File: config.mk
export PLATFORM = sky130hd
export DESIGN_NAME = pc_fetch_unit
export DESIGN_NICKNAME = d
export VERILOG_FILES = /design/src/rtl/pc_fetch_unit.sv
export SDC_FILE = /design/constraint.sdc
export NUM_CORES = 1
export LEC_CHECK = 0
export BUFFER_PORTS_ARGS = -buffer_cell sky130_fd_sc_hd__buf_4
export CORE_ASPECT_RATIO = 0.75
export CORE_MARGIN = 8
export CORE_UTILIZATION = 45
export DETAILED_ROUTE_END_ITERATION = 16
export PLACE_DENSITY = 0.74
export REMOVE_ABC_BUFFERS = 1
export SLEW_MARGIN = 40
export SYNTH_ARGS = -nofsm -noshare
export SYNTH_HDL_FRONTEND = slang
export SYNTH_SLANG_ARGS = --single-unit
export TNS_END_PERCENT = 100
File: constraint.sdc
create_clock -name clk -period 6.69 [get_ports clk]
set_input_delay 0 -clock clk [delete_from_list [all_inputs] [get_ports clk]]
set_output_delay 0 -clock clk [all_outputs]
set_load 0.01 [all_outputs]
File: src/rtl/pc_fetch_unit.sv
// -----------------------------------------------------------------------------
// pc_fetch_unit : fetch-stage PC sequencer, imem req/ack master and IF/ID reg.
// Optional macro PC_FETCH_PERF_CNT_EN adds fetch/redirect counters. Rev 1.0
// -----------------------------------------------------------------------------
`default_nettype none

module pc_fetch_unit #(
   parameter logic [31:0] RESET_PC = 32'h0000_0000,
   parameter logic [31:0] PC_STEP  = 32'd4
) (
   input  logic        clk,
   input  logic        rst_n,
   input  logic        Branch,
   input  logic [31:0] BrPC,
   input  logic        stall,
   output logic        imem_req,
   output logic [31:0] imem_addr,
   input  logic        imem_ack,
   input  logic [31:0] imem_rdata,
   output logic        if_valid,
   output logic [31:0] if_instr,
   output logic [31:0] if_pc,
   output logic [31:0] if_pc_next
`ifdef PC_FETCH_PERF_CNT_EN
   ,
   output logic [31:0] perf_fetch_cnt,
   output logic [31:0] perf_redirect_cnt
`endif
);

   typedef enum logic [1:0] {
      ST_BOOT    = 2'd0,
      ST_FETCH   = 2'd1,
      ST_HOLD    = 2'd2,
      ST_DISCARD = 2'd3
   } state_t;

   state_t      state_q, state_d;
   logic [31:0] pc_q, pc_d;
   logic [31:0] disc_addr_q, disc_addr_d;
   logic        hold_valid_q, hold_valid_d;
   logic [31:0] hold_instr_q, hold_instr_d;
   logic [31:0] hold_pc_q, hold_pc_d;
   logic        if_valid_q, if_valid_d;
   logic [31:0] if_instr_q, if_instr_d;
   logic [31:0] if_pc_q, if_pc_d;
   logic [31:0] if_pc_next_q, if_pc_next_d;

   logic        load;
   logic [31:0] load_instr;
   logic [31:0] load_pc;

   always_ff @(posedge clk or negedge rst_n) begin
      if (!rst_n) begin
         state_q      <= ST_BOOT;
         pc_q         <= RESET_PC;
         disc_addr_q  <= 32'h0;
         hold_valid_q <= 1'b0;
         hold_instr_q <= 32'h0;
         hold_pc_q    <= 32'h0;
         if_valid_q   <= 1'b0;
         if_instr_q   <= 32'h0;
         if_pc_q      <= 32'h0;
         if_pc_next_q <= 32'h0;
      end else begin
         state_q      <= state_d;
         pc_q         <= pc_d;
         disc_addr_q  <= disc_addr_d;
         hold_valid_q <= hold_valid_d;
         hold_instr_q <= hold_instr_d;
         hold_pc_q    <= hold_pc_d;
         if_valid_q   <= if_valid_d;
         if_instr_q   <= if_instr_d;
         if_pc_q      <= if_pc_d;
         if_pc_next_q <= if_pc_next_d;
      end
   end

   always_comb begin
      state_d      = state_q;
      pc_d         = pc_q;
      disc_addr_d  = disc_addr_q;
      hold_valid_d = hold_valid_q;
      hold_instr_d = hold_instr_q;
      hold_pc_d    = hold_pc_q;
      if_valid_d   = if_valid_q;
      if_instr_d   = if_instr_q;
      if_pc_d      = if_pc_q;
      if_pc_next_d = if_pc_next_q;
      imem_req     = 1'b0;
      imem_addr    = pc_q;
      load         = 1'b0;
      load_instr   = imem_rdata;
      load_pc      = pc_q;

      case (state_q)
         ST_BOOT: begin
            state_d = ST_FETCH;
            if (Branch) pc_d = BrPC;
         end
         ST_FETCH: begin
            imem_req = 1'b1;
            if (Branch) begin
               pc_d = BrPC;
               // Outstanding request must still complete at the old address.
               if (!imem_ack) begin
                  state_d     = ST_DISCARD;
                  disc_addr_d = pc_q;
               end
            end else if (imem_ack) begin
               pc_d = pc_q + PC_STEP;
               if (if_valid_q && stall) begin
                  hold_valid_d = 1'b1;
                  hold_instr_d = imem_rdata;
                  hold_pc_d    = pc_q;
                  state_d      = ST_HOLD;
               end else begin
                  load = 1'b1;
               end
            end
         end
         ST_HOLD: begin
            if (Branch) begin
               pc_d    = BrPC;
               state_d = ST_FETCH;
            end else if (!stall) begin
               load         = 1'b1;
               load_instr   = hold_instr_q;
               load_pc      = hold_pc_q;
               hold_valid_d = 1'b0;
               state_d      = ST_FETCH;
            end
         end
         ST_DISCARD: begin
            imem_req  = 1'b1;
            imem_addr = disc_addr_q;
            if (Branch) pc_d = BrPC;
            if (imem_ack) state_d = ST_FETCH;
         end
         default: begin
            state_d = ST_BOOT;
         end
      endcase

      if (Branch) hold_valid_d = 1'b0;

      // Decode consumes IF/ID whenever not stalled; without a new word it becomes a bubble.
      if (load) begin
         if_valid_d   = 1'b1;
         if_instr_d   = load_instr;
         if_pc_d      = load_pc;
         if_pc_next_d = load_pc + PC_STEP;
      end else if (Branch || !stall) begin
         if_valid_d = 1'b0;
      end
   end

   assign if_valid   = if_valid_q;
   assign if_instr   = if_instr_q;
   assign if_pc      = if_pc_q;
   assign if_pc_next = if_pc_next_q;

`ifdef PC_FETCH_PERF_CNT_EN
   logic [31:0] fetch_cnt_q, fetch_cnt_d;
   logic [31:0] redirect_cnt_q, redirect_cnt_d;

   always_ff @(posedge clk or negedge rst_n) begin
      if (!rst_n) begin
         fetch_cnt_q    <= 32'h0;
         redirect_cnt_q <= 32'h0;
      end else begin
         fetch_cnt_q    <= fetch_cnt_d;
         redirect_cnt_q <= redirect_cnt_d;
      end
   end

   always_comb begin
      fetch_cnt_d    = fetch_cnt_q;
      redirect_cnt_d = redirect_cnt_q;
      if (load)   fetch_cnt_d    = fetch_cnt_q + 32'd1;
      if (Branch) redirect_cnt_d = redirect_cnt_q + 32'd1;
   end

   assign perf_fetch_cnt    = fetch_cnt_q;
   assign perf_redirect_cnt = redirect_cnt_q;
`endif

endmodule

`default_nettype wire

### Yosys cells after proc, flatten, opt, wreduce, memory -nomap -nowiden

Index checks and enable logic that the tools add are counted.

* reduce and logical (&&, ||, !) cells: 11
* bitwise operators: 2
* multiplexer cells: 28
* $add $sub $neg: 2
* $lt $le $gt $ge: 0
* multiply operators: 0
* shift-type cells: 0
* equality and inequality tests: 9
* div/mod/pow operators: 0

Operator list (number)
* 32-bit two-way mux: 10
* 32-bit by 3-bit adder with 32-bit output (second input constant): 2
* 32-bit one-hot mux with 2 select lines: 1
* 2-bit two-way mux: 7
* 3-bit != test (second input constant): 4
* 1-bit two-way mux: 8
* 2-bit one-hot mux with 4 select lines: 1
* 5-bit AND reduction: 1
* 2-bit == test (second input constant): 2
* 4-bit AND reduction: 1
* 3-bit AND reduction: 1
* 3-bit OR reduction: 1
* 2-bit by 1-bit == test with 1-bit output (second input constant): 1
* 2-bit zero test: 1
* 2-bit by 1-bit != test with 1-bit output (second input constant): 1
* 2-bit != test (second input constant): 1
* 1-bit NOT: 2
* 1-bit one-hot mux with 2 select lines: 1
* 2-bit AND reduction: 1
* 2-bit nonzero test: 1
* 2-bit OR reduction: 1
* 1-bit logical AND: 1
* 1-bit zero test: 1
* 1-bit logical OR: 1

* logic and storage cells: 61
* memory bits (read-only): 0
* memory bits (writable): 0
* output and inout bits: 130
* bits in registers: 227
* memories: 0
* latch bits: 0
* bits of input ports: 69

### Longest topological paths before layout

Gate-level depths: netlist of run 1.

* word-level depth: 6
* mapped depth: 16
* depth with buffers taken out: 11

### Worst setup path after synthesis of run 1

No wires, ideal clock.

* kind: flip-flop to flip-flop
* from: register state_q[0]
* to: register if_pc_next_q[22] (netlist: if_pc_next[22])
* slack: 3.331 ns
* setup time: 0.069 ns
* path buffers: 5
* period minus slack after synthesis: 3.359 ns
* required time: 6.621 ns
* stages on the path, launching flop included: 17
* arrival: 3.290 ns
* path through: dfrtp_1 inv_1 ha_1 or3b_1 buf_6 buf_6 buf_2 buf_2 clkbuf_1 nand2_1 nand2_1 ha_1 nand4_1 nor3_2 o22ai_2 or4_1 nand3_1

* word-level cells in the longest chain between the ends: 3
* elaborated cells on any way between the ends: 5
* classes of those cells: 1 x add/sub; 2 x eq/ne; 2 x mux

RTL lines
* start: declaration: RTL line 38 `state_t state_q, state_d;`
* start signal: assignment: RTL line 66 `state_q <= state_d;`
* 2-bit == test
* 32-bit two-way mux: RTL line 96 `case (state_q)`
* named net load_pc[3]: RTL line 51 `logic [31:0] load_pc;`
* 32-bit by 3-bit adder with 32-bit output: RTL line 152 `if_pc_next_d = load_pc + PC_STEP;`
* end signal: assignment: RTL line 75 `if_pc_next_q <= if_pc_next_d;`
* end: declaration: RTL line 47 `logic [31:0] if_pc_next_q, if_pc_next_d;`

The timed path passes the listed nets, and every way through them passes these cells.
A chain may end at the register's enable or synchronous reset.

### Worst setup path in the final report of run 1

* from: register state_q[0]
* to: register if_pc_next_q[30] (netlist: if_pc_next[30])

Same word-level chain as after synthesis.

==> results of run 1 <==
[final timing paths]
path                                                    to  cells past startpoint  slack, ns                    from
worst min-delay path                  pc_q[26]$_DFFE_PN0P_                      3       0.02                  Branch
worst min register to register       if_pc[13]$_DFFE_PN0P_                      2       0.48   if_pc[13]$_DFFE_PN0P_
max in group asynchronous          if_instr[5]$_DFFE_PN0P_                      3       5.47                   rst_n
min in group asynchronous       if_pc_next[13]$_DFFE_PN0P_                      2       0.07                   rst_n
worst max register to register  if_pc_next[30]$_DFFE_PN0P_                     12       2.73  state_q[0]$_DFFE_PN0P_
worst max-delay path            if_pc_next[30]$_DFFE_PN0P_                     12       2.73  state_q[0]$_DFFE_PN0P_
[cell type report]
type / count / area share (%)
flip-flops and latches: 225 / 39.9
multi-input cells: 756 / 35.5
repair buffers: 275 / 16.0
clock buffers: 34 / 4.95
well taps: 331 / 2.93
clock inverters: 6 / 0.603
inverters: 7 / 0.186
[synthesized netlist by cell type, drive strengths merged, types with 2 or more instances]
library cell	instances	area, um^2
a311oi	3	26.3
xnor2	20	175
o31a	2	17.5
nor2	68	255
o22ai	3	25.0
a221oi	2	17.5
nor2b	3	18.8
o211ai	3	22.5
a221o	2	20.0
a31oi	41	257
o221ai	7	61.3
mux2	134	1510
nand3	30	155
ha	5	62.6
and4	4	35.0
mux2i	20	200
buf	37	206
a41oi	2	17.5
o31ai	6	45.0
o311ai	2	17.5
nand4	15	93.8
a211oi	2	15.0
nor4	10	126
nor3b	3	27.5
nand2	210	788
o21ai	71	355
clkbuf	40	150
and2	4	25.0
dfrtp	225	5630
o22a	2	18.8
and3	5	31.3
inv	6	22.5
or2	4	25.0
xor2	19	166
a21oi	7	35.0
nor3	29	160
o21a	2	15.0
or4	3	23.8
a21o	4	30.0
[per-stage QoR]
step | total power [mW] | TNS, ns | cells
after detailed placement | 4.31 | 0 | 1528
after global routing | 5.99 | 0 | 1634
after global placement | 4.24 | 0 | 1528
after CTS | 5.70 | 0 | 1634
after floorplan | 3.25 | -0.0207 | 988
final | 5.65 | 0 | 1634
[state kept, by name (all words and copies together), names as in the netlist]
signal and flops:
disc_addr_q 32, hold_instr_q 32, hold_pc_q 32, if_instr 32, if_pc 32, pc_q 32, if_pc_next 30, state_q 2
if_valid 1
[routing by layer]
metal	track usage [%]	part of all wire (%)	vias up
li1	-	-	4187
met1	28.2	44	4386
met2	33.3	46	314
met3	5.46	7.8	56
met4	5.29	2.3	0
met5	0	0	-
[power breakdown]
group / total (mW) / internal (mW) / switching, mW / leakage [nW]
combinational: 2.03 / 1.06 / 0.972 / 3.28
clock: 1.34 / 0.800 / 0.542 / 0.379
sequential: 2.28 / 1.89 / 0.384 / 2.79
[cell families (layout without fill, tap and decap cells)]
family	Yosys count	in the layout	synth area share (%)
XOR/XNOR	39	39	3.12
adder cells (fa/ha/maj)	5	5	0.571
buffers and inverters	84	322	3.49
AO/OA/AOI/OAI	166	166	9.50
multiplexers	154	154	15.6
flip-flops	225	225	51.4
AND/OR/NAND/NOR	392	392	16.4
[worst max-delay path: cells and delay by family, from the launching register on]
kind / cells / cell delay [ns]
AO/OA/AOI/OAI: 3 / 0.87
adder cells (fa/ha/maj): 2 / 0.47
buffers and inverters: 2 / 0.55
flip-flops: 1 / 0.44
AND/OR/NAND/NOR: 5 / 1.47
[repair_timing]
item                       4_1_cts  5_1_grt
hold endpoints to repair       181        0
hold buffers                    66        0
buffers inserted                 0        0
setup endpoints to repair        0        0
==> run metrics, run 1 <==
critical path type=reg2reg; most common cell after layout, fill and taps aside=dfrtp_1; clk_lat worst skew=0.52 ns; antenna-violating nets left=0; die area=a little under 30000 um^2; Final setup viols=0; Synth Warn #=0; Synth Register Bits=between 200 and 250; Final min period=3.96 ns; final core utilization=58.9%; First-pass DRT Iterations=5; max-slew violations=0; DR iter-0 viols=668; Max VDD drop=0.224 mV; syn_area_per_cell=between 10 and 15 um^2; post-DP HPWL=21.1 mm; via-per-instance ratio=about 5.5; asr flop ratio synth=100%; largest net degree at the start of global routing=92; final setup margin=2.73 ns; Core ar.=around 24000 um^2; hold_ws=0.0170 ns; fillcell total=2016; Mapped Area=11000 um^2; post-synthesis cell count=1065; Sink Count=225; fraction of layout cells with a size suffix above 1=31.0%; Register Area=5630 um^2; via count=around 9000; crit path max fanout=28; die height=approximately 150 um; I/O Pins=around 200; # resized after CTS=0; leakage dissipation=6.45 nW; initial core utilization=around 46%; Post-Place Setup Slack=2.77 ns; final hold violations=0; initial antenna violation count=0; PwrDens=400 nW/um^2; Area Growth Syn to Fin=28.8%; EDFF count, synth=0; DRT Wirelength=31.5 mm; Routability Congestion=0.865; unrepaired setup endpoints after global routing=false; status=finished clean; post-synth cell types=62; Avg WL per Cell=19.3 um; CP endpoint kind=flip-flop; drt drc=0; Main synth FF type=dfrtp_1; vias in the first global route=8946; TritonCTS Buffers=24; Worst-path clk slew=0.06 ns; Multi-input gate area=5010 um^2; Rows=49; Worst path slowest cell=nor3b_4; antenna cell count=0; Peak Freq=252 MHz; gr usage total=20.9%; total congestion overflow=0; Post-DP Area=12700 um^2; Final period util=59.2%; HP Class=in2reg; root buf cell=clkbuf_16; Bufs on Longest Clock Path=3; CP Cell Sequence=inv_1, ha_1, nor3b_4, buf_4, nand2_1, nand2_1, ha_1, nand4_1, nor3_2, o22ai_2, o31a_1, a221o_1; Critical Path Source Type=flip-flop; relative slew slack=between 40% and 50%; required time worst endpoint=about 7.1 ns; Slew @ Worst Pin=0.751 ns; die width=196 um; Final Instance Area=between 10000 and 15000 um^2; Net count, final=between 1000 and 1500; H-tree depth=1; most frequent cells in the layout=225 x dfrtp_1, 210 x nand2_1, 204 x buf_4; sequential-to-total area share from yosys stat=between 50 and 60%; slowest stage delay, CP=0.65 ns; Worst Skew=0.0103 ns; Max-cap violations=0; global-route wire length before repair=49.9 mm; PortBufs=198; CTS tree=done; CP arrival=4.36 ns
Note: power is estimated with default switching activity, not from simulation.
==> inputs of run 2 (changes only) <==
--- a/config.mk
+++ b/config.mk
@@ -10,7 +10,7 @@
 export CORE_MARGIN = 8
 export CORE_UTILIZATION = 45
 export DETAILED_ROUTE_END_ITERATION = 16
-export PLACE_DENSITY = 0.74
+export PLACE_DENSITY = 0.76
 export REMOVE_ABC_BUFFERS = 1
 export SLEW_MARGIN = 40
 export SYNTH_ARGS = -nofsm -noshare
==> constraint.sdc (replaced) <==
create_clock -name clk -period 3.2 [get_ports clk]
set_input_delay 0 -clock clk [delete_from_list [all_inputs] [get_ports clk]]
set_output_delay 0 -clock clk [all_outputs]
set_load 0.01 [all_outputs]
==> run metrics, run 2 (synthesis results as in run 1) <==
Internal=7.99 mW; antenna-violating nets left=0; via count=9259; Routability Congestion=approximately 0.89; root buf cell=clkbuf_16; clk_lat worst skew=0.51 ns; Register Area=5630 um^2; Critical Path Source Type=flip-flop; fraction of layout cells with a size suffix above 1=a little under a third; fillcell total=about 1900; First-pass DRT Iterations=5; DRT Wirelength=32.3 mm; vias in the first global route=~9300; Area Growth Syn to Fin=32.1%; Setup Fix Bufs, Post-CTS=0; gr usage total=21.7%; most frequent cells in the layout=225 x dfrtp_1, 220 x buf_4, 210 x nand2_1; Multi-input gate area=4980 um^2; CP endpoint kind=flip-flop; die area=29700 um^2; CP arrival=roughly 3.4 ns; HP Class=in2reg; Max VDD drop=0.392 mV; switching power=slightly above 4 mW; Final min period=3.01 ns; WP depth=11; Rows=49; critical path type=reg2reg; crit path from=state_q[0]$_DFFE_PN0P_; drt drc=0; Net Sw Frac=around a third; die width=196 um; initial core utilization=45.7%; Sink Count=roughly 230; Avg WL per Cell=19.3 um; total congestion overflow=0; Core ar.=24000 um^2; Post-DP Area=roughly 13000 um^2; Worst path slowest cell=dfrtp_1; Max-cap violations=0; Net count, final=between 1000 and 1500; crit path max fanout=17; unrepaired setup endpoints after global routing=false; worst r2r src=state_q[0]$_DFFE_PN0P_; max-slew violations=0; via-per-instance ratio=5.53; I/O Pins=~200; most common cell after layout, fill and taps aside=dfrtp_1; initial antenna violation count=1; Worst-path clk slew=0.06 ns; status=finished clean; CP Buf/Inv Count=1; Gate power share=36.3%; PwrDens=between 800 and 900 nW/um^2; Peak Freq=between 300 and 400 MHz; Slew @ Worst Pin=about 0.85 ns; delay-heaviest family, CP=simple AND/OR/NAND/NOR gates; H-tree depth=1; required time worst endpoint=around 3.6 ns; Final Instance Area=14500 um^2; power share of the sequential group=39.5%; r2r worst-path depth=11; slowest stage delay, CP=between 0.4 and 0.5 ns; die height=151 um; Worst Skew=0.0103 ns; leakage dissipation=between 6 and 7 nW; TritonCTS Buffers=24; r2r setup slk=0.19 ns; relative slew slack=42.9%; Setup crit end=if_pc_next[30]$_DFFE_PN0P_; final hold violations=0; CTS tree=done; Final setup viols=0; global-route wire length before repair=51.8 mm; Bufs on Longest Clock Path=3; CP Cell Sequence=inv_1, ha_1, or3b_4, nand2_1, nand2_1, ha_1, nand4_1, nor3_4, o22ai_2, o31a_1, a221o_1; Clk network pwr share=24.2%; final core utilization=60.4%; PortBufs=198; reg2reg end=if_pc_next[30]$_DFFE_PN0P_; Final period util=94.0%; DR iter-0 viols=760; post-DP HPWL=22.6 mm; largest net degree at the start of global routing=96
==> run 2: changes by cell type in the layout (fill, tap and decap cells not counted), sizes merged <==
cell | previous run | this run
bufinv | 2 | 3
clkinv | 3 | 5
dlygate4sd3 | 66 | 85
diode | 0 | 1
clkbuf | 34 | 35
buf | 209 | 225
==> run 2: worst min-delay path by stage <==
| stage | start | end | slack, ns | cells past startpoint |
|---|---|---|---|---|
| final | Branch | state_q[0]$_DFFE_PN0P_ | 0.05 | 3 |
| after global routing | Branch | pc_q[14]$_DFFE_PN0P_ | 0.08 | 2 |
| after CTS | Branch | pc_q[14]$_DFFE_PN0P_ | 0.002 | 2 |
| after detailed placement | rst_n | if_pc[13]$_DFFE_PN0P_ | 0.09 | 1 |
| after global placement | rst_n | if_pc[13]$_DFFE_PN0P_ | 0.08 | 1 |
| after floorplan | rst_n | disc_addr_q[0]$_DFFE_PN0P_ | -0.30 | 0 |
==> run 2: what timing repair did <==
item | CTS | global route
endpoints found under the hold margin | 191 | 0
hold buffers | 85 | 0
setup endpoints to repair | 0 | 1
gates resized for setup | 0 | 1
==> run 2: power groups by stage <==
stage | combinational [mW] | sequential, mW | clock (mW)
2_1_floorplan | 1.93 | 4.86 | 0
3_3_place_gp | 4.21 | 4.72 | 0
5_1_grt | 4.75 | 4.90 | 3.09
4_1_cts | 4.42 | 4.74 | 2.95
6_report | 4.36 | 4.75 | 2.90
3_5_place_dp | 4.31 | 4.78 | 0
==> run 2: area by class of cell <==
type                    instances  area share, %
diodes                          1         0.0173
repair buffers                310           17.9
well taps                     331           2.86
multi-input cells             756           34.4
clock buffers                  35           4.86
inverters                       7          0.181
flip-flops and latches        225           38.9
clock inverters                 9          0.864
==> run 2: layer usage <==
layer	share of wire (%)	global-route usage (%)	vias up
met5	0	0	-
met4	2.4	5.41	0
met3	8.0	4.86	57
met2	45	33.6	382
met1	44	30.5	4559
li1	-	-	4261
==> run 2: worst register-to-register path: cells and delay by family (launching register included) <==
family          cells  cell delay [ns]
fa+ha+maj           2             0.51
flops               1             0.41
simple gates        5             1.12
compound gates      3             0.80
buf+inv             1             0.06
==> run 2: metrics by stage <==
| stage | TNS, ns | setup slack [ns] | hold WS [ns] | std cells | power, mW |
|---|---|---|---|---|---|
| floorplan | -420.93 | -3.51 | -0.296 | 988 | 6.80 |
| global route | 0 | 0.0440 | 0.0787 | 1674 | 12.7 |
| detailed placement | 0 | 0.160 | 0.0872 | 1544 | 9.09 |
| global placement | 0 | 0.244 | 0.0824 | 1544 | 8.94 |
| finish | 0 | 0.191 | 0.0531 | 1674 | 12.0 |
| CTS | 0 | 0.167 | 0.00241 | 1673 | 12.1 |
==> inputs of run 3 (changes only) <==
--- a/config.mk
+++ b/config.mk
@@ -6,13 +6,15 @@
 export NUM_CORES = 1
 export LEC_CHECK = 0
 export BUFFER_PORTS_ARGS = -buffer_cell sky130_fd_sc_hd__buf_4
+export CELL_PAD_IN_SITES_DETAIL_PLACEMENT = 0
+export CELL_PAD_IN_SITES_GLOBAL_PLACEMENT = 2
 export CORE_ASPECT_RATIO = 0.75
 export CORE_MARGIN = 8
-export CORE_UTILIZATION = 45
+export CORE_UTILIZATION = 32
 export DETAILED_ROUTE_END_ITERATION = 16
-export PLACE_DENSITY = 0.76
+export PLACE_DENSITY = 0.83
 export REMOVE_ABC_BUFFERS = 1
-export SLEW_MARGIN = 40
+export SLEW_MARGIN = 15
 export SYNTH_ARGS = -nofsm -noshare
 export SYNTH_HDL_FRONTEND = slang
 export SYNTH_SLANG_ARGS = --single-unit
==> run metrics, run 3 (synthesis results as in run 1) <==
status=finished clean; Critical Path Source Type=flip-flop; CP endpoint kind=flip-flop; PortBufs=about 200; final cell count without fillers=1796; antenna cell count=0; Cell Count Post-Placement=1667; most frequent cells in the layout=225 x dfrtp_1, 222 x buf_4, 210 x nand2_1; die height=176 um; root buf cell=clkbuf_16; Register Area=5630 um^2; Setup Fix Bufs, Post-CTS=0; Slew @ Worst Pin=slightly below 0.8 ns; largest net degree at the start of global routing=94; CP Cell Sequence=inv_1, ha_1, or3b_4, nand2_1, nand2_1, ha_1, nand4_1, nor3_2, o22ai_2, or4_1, nand3_1; Rows=just under 60; TritonCTS Buffers=25; initial antenna violation count=0; DRT Wirelength=around 35 mm; total congestion overflow=0; Multi-input gate area=4970 um^2; final hold violations=0; Max-cap violations=0; hold_ws=0.0583 ns; First-pass DRT Iterations=6; reg2reg end=if_pc_next[22]$_DFFE_PN0P_; antenna-violating nets left=0; crit path max fanout=9; initial core utilization=32.6%; WHS Path Cells=3; Peak Freq=360 MHz; critical path type=reg2reg; worst r2r src=state_q[0]$_DFFE_PN0P_; unrepaired setup endpoints after global routing=false; Worst-path clk slew=roughly 0.06 ns; via-per-instance ratio=4.97; drt drc=0; CTS tree=done; Max VDD drop=0.463 mV; H-tree depth=1; Bufs on Longest Clock Path=3; Sink Count=225; Final setup viols=0; total chip power=between 10 and 15 mW; Worst path slowest cell=or4_1; I/O Pins=between 150 and 200; clk_lat worst skew=0.53 ns; CP arrival=approximately 3.2 ns; hold path start=Branch; DR iter-0 viols=~650; relative slew slack=approximately 48%; r2r worst-path depth=11; Avg WL per Cell=19.4 um; Routability Congestion=0.830; global-route wire length before repair=55.0 mm; gr usage total=between 10% and 20%; HP Class=in2reg; r2r setup slk=~0.42 ns; vias in the first global route=9103; fillcell total=between 3000 and 4000; die width=230 um; Area Growth Syn to Fin=33.6%; Final TNS setup=0 ns; leakage dissipation=approximately 6.6 nW; cts-stage hold buffer count=84; final core utilization=around 43%; post-DP HPWL=24.3 mm; # resized after CTS=0; most common cell after layout, fill and taps aside=dfrtp_1; fraction of layout cells with a size suffix above 1=32.0%; Net count, final=1402; Core ar.=about 34000 um^2; die area=~40000 um^2; slowest stage delay, CP=0.51 ns; via count=~8900; max-slew violations=0; Final period util=86.8%; PwrDens=slightly above 800 nW/um^2; required time worst endpoint=3.66 ns; Worst Skew=0.0153 ns; WHS Endpoint=pc_q[11]$_DFFE_PN0P_; Final min period=2.78 ns
## run 3: cell types whose count changed in the layout (fill, tap and decap cells not counted), sizes merged
| cell | delta |
|---|---|
| buf | +4 |
| bufinv | -3 |
| clkbuf | -2 |
| clkinv | +5 |
| clkinvlp | +1 |
| diode | -1 |
| dlygate4sd3 | -1 |
## run 3: layout make-up
cell class	instances	share of cell area, %
inverter	7	0.179
multi-input combinational	756	34.0
clock inverter	12	0.487
tap	450	3.85
sequential	225	38.5
timing repair buffer	313	18.0
clock buffer	33	5.02
## run 3: critical path: cells and delay by family, from the launching register on
kind                       cells  cell delay, ns
and+or+nand+nor                7            1.56
adders and majority gates      2            0.42
DFF                            1            0.40
AOI/OAI and AO/OA              1            0.27
buffers and inverters          1            0.06
## run 3: power breakdown
part / switching, mW / internal, mW
combinational: 2.07 / 2.26
clock: 1.22 / 1.61
sequential: 0.784 / 3.96
total: 4.07 / 7.84
## run 3: per-stage QoR
step,area [um^2],setup slack (ns)
final,14600,0.423
after global routing,14600,0.206
after CTS,14600,0.414
after detailed placement,13000,0.443
after global placement,13000,0.533
after floorplan,10600,-3.51
## run 3: worst max-delay path by stage
stage / start / to / cells past startpoint
after floorplan: state_q[0]$_DFFE_PN0P_ / if_pc_next[27]$_DFFE_PN0P_ / 7
after global placement: state_q[0]$_DFFE_PN0P_ / if_pc_next[22]$_DFFE_PN0P_ / 8
after detailed placement: state_q[0]$_DFFE_PN0P_ / if_pc_next[22]$_DFFE_PN0P_ / 11
after CTS: state_q[0]$_DFFE_PN0P_ / if_pc_next[22]$_DFFE_PN0P_ / 11
after global routing: state_q[0]$_DFFE_PN0P_ / if_pc_next[22]$_DFFE_PN0P_ / 11
final: state_q[0]$_DFFE_PN0P_ / if_pc_next[22]$_DFFE_PN0P_ / 11
## run 3: per-layer routing
| layer | track usage (%) | vias to the layer above | share of wire (%) |
|---|---|---|---|
| met3 | 4.22 | 26 | 6.2 |
| met4 | 2.19 | 0 | 1.1 |
| met5 | 0 | - | 0 |
| met2 | 26.7 | 207 | 45 |
| li1 | - | 4265 | - |
| met1 | 23.9 | 4423 | 48 |
